<file path="src/rtl/am_demod_pkg.sv">
// Shared types and sizing helpers for the AM envelope demodulator.
package am_demod_pkg;

  localparam int SAMPLE_W = 16;

  typedef enum logic {
    FILL = 1'b0,
    RUN  = 1'b1
  } state_t;

  // Wide enough that N * 32767 never wraps.
  function automatic int sum_width(input int avg_log2);
    return SAMPLE_W + avg_log2;
  endfunction

endpackage

</file>
<file path="src/rtl/boxcar_avg.sv">
// Moving-average of the last 2^AVG_LOG2 samples using a circular buffer and running sum.
module boxcar_avg
  import am_demod_pkg::*;
#(
  parameter int AVG_LOG2 = 5,
  parameter int SUM_W    = sum_width(AVG_LOG2)
) (
  input  logic                clk,
  input  logic                rst,
  input  logic                wr,
  input  logic                sub_en,
  input  logic [SAMPLE_W-1:0] sample,
  output logic [SAMPLE_W-1:0] avg
);

  localparam int N = 1 << AVG_LOG2;

  logic [SAMPLE_W-1:0] mem [N];
  logic [AVG_LOG2-1:0] wptr;
  logic [SUM_W-1:0]    sum;
  logic [SAMPLE_W-1:0] old;

  // While filling, whatever sits in the buffer is not part of the window.
  assign old = sub_en ? mem[wptr] : '0;
  assign avg = sum[SUM_W-1 -: SAMPLE_W];

  always_ff @(posedge clk or posedge rst) begin
    if (rst) begin
      sum  <= '0;
      wptr <= '0;
    end else if (wr) begin
      sum  <= sum + SUM_W'(sample) - SUM_W'(old);
      wptr <= wptr + 1'b1;
    end
  end

  always_ff @(posedge clk) begin
    if (wr) mem[wptr] <= sample;
  end

endmodule

</file>
<file path="src/rtl/am_demod.sv">
// AM envelope detector: register, full-wave rectify, boxcar average, decimate.
module am_demod
  import am_demod_pkg::*;
#(
  parameter int AVG_LOG2 = 5,
  parameter int DEC      = 32
) (
  input  logic                       clk,
  input  logic                       rst_n,
  input  logic signed [SAMPLE_W-1:0] am_in,
  input  logic                       in_valid,
  output logic        [SAMPLE_W-1:0] env_out,
  output logic                       out_valid,
  output logic                       filling
);

  localparam int N      = 1 << AVG_LOG2;
  localparam int DCW    = (DEC > 1) ? $clog2(DEC) : 1;
  localparam int STAGES = 1;

  function automatic logic [SAMPLE_W-1:0] rectify(input logic signed [SAMPLE_W-1:0] x);
    if (x == {1'b1, {(SAMPLE_W-1){1'b0}}}) return {1'b0, {(SAMPLE_W-1){1'b1}}};
    else if (x < 0)                        return SAMPLE_W'(-x);
    else                                   return SAMPLE_W'(x);
  endfunction

  logic [STAGES:0]             vld_pipe;
  logic signed [SAMPLE_W-1:0]  s1_data;
  logic [SAMPLE_W-1:0]         s2_mag;
  logic [SAMPLE_W-1:0]         avg;
  state_t                      state;
  logic [AVG_LOG2-1:0]         fill_cnt;
  logic [DCW-1:0]              dec_cnt;
  logic                        fire;
  logic                        wr;

  assign wr      = vld_pipe[1];
  assign filling = (state == FILL);

  always_ff @(posedge clk or posedge rst_n) begin
    if (rst_n) begin
      vld_pipe <= '0;
      s1_data  <= '0;
      s2_mag   <= '0;
    end else begin
      vld_pipe <= {vld_pipe[STAGES-1:0], in_valid};
      s1_data  <= am_in;
      s2_mag   <= rectify(s1_data);
    end
  end

  boxcar_avg #(.AVG_LOG2(AVG_LOG2)) u_boxcar (
    .clk    (clk),
    .rst    (rst_n),
    .wr     (wr),
    .sub_en (state == RUN),
    .sample (s2_mag),
    .avg    (avg)
  );

  // fire marks the edge the sum absorbed the DEC-th sample; the average is
  // captured one edge later, once that sum is visible.
  always_ff @(posedge clk or posedge rst_n) begin
    if (rst_n) begin
      state     <= FILL;
      fill_cnt  <= '0;
      dec_cnt   <= '0;
      fire      <= 1'b0;
      out_valid <= 1'b0;
      env_out   <= '0;
    end else begin
      out_valid <= fire;
      if (fire) env_out <= avg;
      fire <= 1'b0;
      if (wr) begin
        case (state)
          FILL: begin
            if (fill_cnt == AVG_LOG2'(N - 1)) begin
              state    <= RUN;
              fill_cnt <= '0;
            end else begin
              fill_cnt <= fill_cnt + 1'b1;
            end
          end
          RUN: begin
            if (dec_cnt == DCW'(DEC - 1)) begin
              dec_cnt <= '0;
              fire    <= 1'b1;
            end else begin
              dec_cnt <= dec_cnt + 1'b1;
            end
          end
          default: state <= FILL;
        endcase
      end
    end
  end

endmodule

</file>
<file path="config.mk">
export PLATFORM = sky130hd
export DESIGN_NAME = am_demod
export DESIGN_NICKNAME = d
export VERILOG_FILES = /design/src/rtl/am_demod_pkg.sv /design/src/rtl/boxcar_avg.sv /design/src/rtl/am_demod.sv
export SDC_FILE = /design/constraint.sdc
export NUM_CORES = 1
export LEC_CHECK = 0
export ABC_AREA = 1
export CAP_MARGIN = 20
export CORE_UTILIZATION = 45
export CTS_BUF_LIST = sky130_fd_sc_hd__clkbuf_4
export DETAILED_ROUTE_END_ITERATION = 8
export PLACE_DENSITY = 0.62
export SKIP_CTS_REPAIR_TIMING = 1
export SLEW_MARGIN = 5
export SYNTH_ARGS = -nofsm -noshare
export SYNTH_HDL_FRONTEND = slang
export SYNTH_SLANG_ARGS = --single-unit
</file>
<file path="constraint.sdc">
create_clock -name clk -period 6.8 [get_ports clk]
set_input_delay 1.7 -clock clk [delete_from_list [all_inputs] [get_ports clk]]
set_output_delay 1.7 -clock clk [all_outputs]
set_load 0.01 [all_outputs]
</file>
==> flow_metrics.py <==
metrics = {
    "cells_and_area": {
        "multi_input_area_sq_um": 6760,
        "fill_cells": 4952,
        "fin_nets": 2449,
        "drive_above_1_share": 0.137,
        "instances_no_fill": 3252,
        "syn_to_final_growth_pct": 12.7,
        "regArea_sq_um": 17600,
    },
    "clock_network": {
        "cts_max_level": 4,
        "root_buffer": "clkbuf_4",
        "clock-sinks": 601,
        "cts_buffer_depth": 3,
        "clkTransAtPathRegs_ns": 0.07,
        "numCtsBuffers": 157,
        "tritoncts": "yes",
        "worstSkewPairLatency_ns": 1.04,
    },
    "power": {
        "p_sw_mw": 5.15,
        "irDropWorstVdd_mv": 0.269,
        "p_comb_frac": 0.388,
        "p_sw_frac": 0.402,
        "p_seq_frac": 0.362,
        "p_clk_frac": 0.250,
        "leakagePower_nw": 10.9,
        "power.internal_mw": 7.67,
        "powerDensity_nw_per_um2": 447,
    },
    "global_routing": {
        "grt_use_total": 0.235,
        "grt_first_pass_wirelength_mm": 99.9,
        "grt_pass1_vias": 16955,
        "overflow": 0,
        "antenna_found_initial": 4,
        "grt_max_degree": 141,
    },
    "routing": {
        "wl_per_cell_um": 20.0,
        "via_count": 17278,
        "finalWirelength_mm": 65.2,
        "dr.pass1.iters": 5,
        "drt_iter0_markers": 1680,
        "vias_per_cell": 5.31,
        "drc": 0,
        "drtAntennaViolNets": 0,
    },
    "critical_path": {
        "start_kind": "register",
        "worstPathArrival_ns": 6.04,
        "crit_path_max_incr_delay_ns": 0.79,
        "cp.required_ns": 7.69,
        "crit_type": "reg -> reg",
        "endpoint_kind": "register",
        "critPathSlowestCell": "inv_6",
        "r2r_slack_ns": 1.65,
        "cp_common_cell": "nand2_1",
        "crit_chain": "inv_6 -> buf_12 -> o21ai_0 -> o22ai_1 -> nand2_1 -> nand2_1 -> nor2_1 -> a21oi_1 -> fa_1 -> inv_1 -> ha_1 -> nand2_1 -> inv_1 -> a21oi_1 -> nor2_1 -> nor2_1 -> nand3b_1 -> nand3_1 -> nand2_1",
        "cp_max_fo": 140,
    },
    "timing": {
        "clock.fmax_ghz": 0.194,
        "hold_viol_final": 0,
        "holdWs_ns": 0.350,
        "rsz0062_at_grt": "false",
        "relSlewSlack": 0.275,
        "finalCritPeriodShare": 0.757,
        "finClkSkew_ns": 0.0785,
        "tns_ns": 0,
        "slew_violations": 0,
        "setup_ws_ns": 1.65,
        "setup_viol": 0,
        "fin_crit_ns": 5.15,
        "tightest_slew_ns": 1.09,
    },
    "die": {
        "die_w_um": 240,
        "rows": 86,
        "die_y_um": 240,
        "start_util": 0.459,
        "io_pins": 37,
        "coreArea_sq_um": 55500,
        "dieArea_sq_um": 57600,
    },
    "place": {
        "pre_cts_slack_ns": 1.75,
        "hpwl_mm": 37.5,
        "port_buffers": 36,
        "dpl.cell_count": 2972,
        "place.gp.congestion": 0.868,
    },
    "hold_path": {
        "hold_path_class": "reg -> reg",
    },
    "logic_synthesis": {
        "synthDistinctLibCells": 35,
        "synth_edf_count": 512,
        "yosysSeqAreaShare": 0.691,
        "synth_top_area_frac": 0.604,
        "synth_area_sq_um": 25500,
        "synthFlopType": "edfxtp_1",
        "yosys_register_bits": 601,
        "yosysWarnings": 0,
        "synth_top_cells_by_count": "512 x edfxtp_1, 421 x nor2_1, 387 x nand2_1",
        "async_flop_share": 0.148,
        "netlist_instances": 2237,
        "synth.area.top_cells": "edfxtp_1 60%, dfrtp_1 8.7%, nor2_1 6.2%",
        "yosysTopAreaCell": "edfxtp_1",
        "synth.avg_cell_area_sq_um": 11.4,
        "synthesis.nets": 2302,
        "yosys.cell_count.top_type": "edfxtp_1",
    },
    "outcome": {
        "status": "complete, no violations",
    },
    "flow_run": {
        "max-cap-violations": 0,
    },
}
## path summary, 6_finish.rpt
check / startpoint / end / cells after the start
max: u_boxcar.wptr[0]$_DFFE_PP0P_ / u_boxcar.sum[15]$_DFFE_PP0P_ / 19
min: vld_pipe[0]$_DFF_PP0_ / vld_pipe[1]$_DFF_PP0_ / 0
max reg2reg: u_boxcar.wptr[0]$_DFFE_PP0P_ / u_boxcar.sum[15]$_DFFE_PP0P_ / 19
min reg2reg: vld_pipe[0]$_DFF_PP0_ / vld_pipe[1]$_DFF_PP0_ / 0
max in group asynchronous: rst_n / u_boxcar.wptr[0]$_DFFE_PP0P_ / 3
min in group asynchronous: rst_n / s2_mag[5]$_DFF_PP0_ / 2
## cell type report
class / count / area share
clock buffer: 241 / 0.0630
timing repair buffer: 96 / 0.0294
inverter: 129 / 0.0172
tap: 748 / 0.0326
sequential: 601 / 0.613
antenna: 9 / 0.000785
clock inverter: 29 / 0.00793
multi-input combinational: 1399 / 0.236
## power groups by stage
stage	Combinational [mW]	Sequential (mW)	Clock, mW
2_1_floorplan	3.66	4.58	0
3_3_place_gp	4.88	4.70	0
3_5_place_dp	4.93	4.71	0
4_1_cts	4.95	4.64	3.29
5_1_grt	5.58	4.67	3.49
6_report	4.97	4.64	3.21
## kinds of logic (layout without fill, tap and decap cells)
logic type	after synthesis	after routing	share of synthesized area
XOR/XNOR	18	18	0.00619
AO/OA/AOI/OAI	432	432	0.0896
multiplexers	8	8	0.00354
other	0	9	0
buffers and inverters	237	495	0.0443
flip-flops	601	601	0.691
AND/OR/NAND/NOR	895	895	0.138
adder cells (fa/ha/maj)	46	46	0.0273
## registers in the layout, indices dropped and copies added (netlist names)
| name | count |
|---|---|
| env_out | 16 |
| dec_cnt | 5 |
| u_boxcar.sum | 21 |
| s2_mag | 16 |
| s1_data | 16 |
| u_boxcar.wptr | 5 |
| out_valid | 1 |
| fill_cnt | 5 |
| fire | 1 |
| u_boxcar.mem | 512 |
| state | 1 |
| vld_pipe | 2 |
## placed cells by master, fill, tap and decap left out, types with 2 or more instances in the layout
master | netlist | final
edfxtp_1 | 512 | 512
nor2_1 | 421 | 420
nand2_1 | 387 | 387
o21ai_0 | 247 | 247
clkbuf_4 | 0 | 241
inv_1 | 124 | 123
o22ai_1 | 87 | 87
dfrtp_1 | 89 | 87
buf_4 | 17 | 57
o21ai_1 | 55 | 55
nand3_1 | 51 | 51
a21oi_1 | 38 | 38
clkdlybuf4s50_1 | 0 | 36
ha_1 | 30 | 30
fa_1 | 16 | 16
clkinv_1 | 0 | 16
xor2_1 | 11 | 11
diode_2 | 0 | 9
nor3_1 | 11 | 9
mux2_2 | 8 | 8
inv_2 | 5 | 7
nand4_1 | 7 | 7
xnor2_1 | 7 | 7
nand3b_1 | 6 | 6
nor2_2 | 4 | 5
bufinv_16 | 0 | 4
o21bai_1 | 3 | 3
nor3_2 | 2 | 3
clkinvlp_4 | 0 | 3
inv_4 | 0 | 2
or2_2 | 2 | 2
clkinv_2 | 0 | 2
buf_12 | 0 | 2
dfrtp_4 | 0 | 2
## worst max-delay path: cells and delay by family, from the launching register on
family                     cells  cell delay (ns)
buffers and inverters          4             1.28
AOI/OAI and AO/OA              4             1.07
and+or+nand+nor                9             0.99
adders and majority gates      2             0.75
DFF                            1             0.73
## routing by layer
metal	routed length (um)	global-route usage
met1	29000	0.328
met2	30000	0.355
met3	4710	0.0557
met4	1510	0.0923
met5	0	0
## metrics by stage
step | cell area [sq um] | power (mW) | util
global placement | 26600 | 9.58 | 0.480
CTS | 28700 | 12.9 | 0.516
finish | 28700 | 12.8 | 0.517
floorplan | 25500 | 8.25 | -
global route | 28700 | 13.7 | 0.517
detailed placement | 26600 | 9.64 | 0.480
No activity file was read; power rests on OpenSTA's default activity.
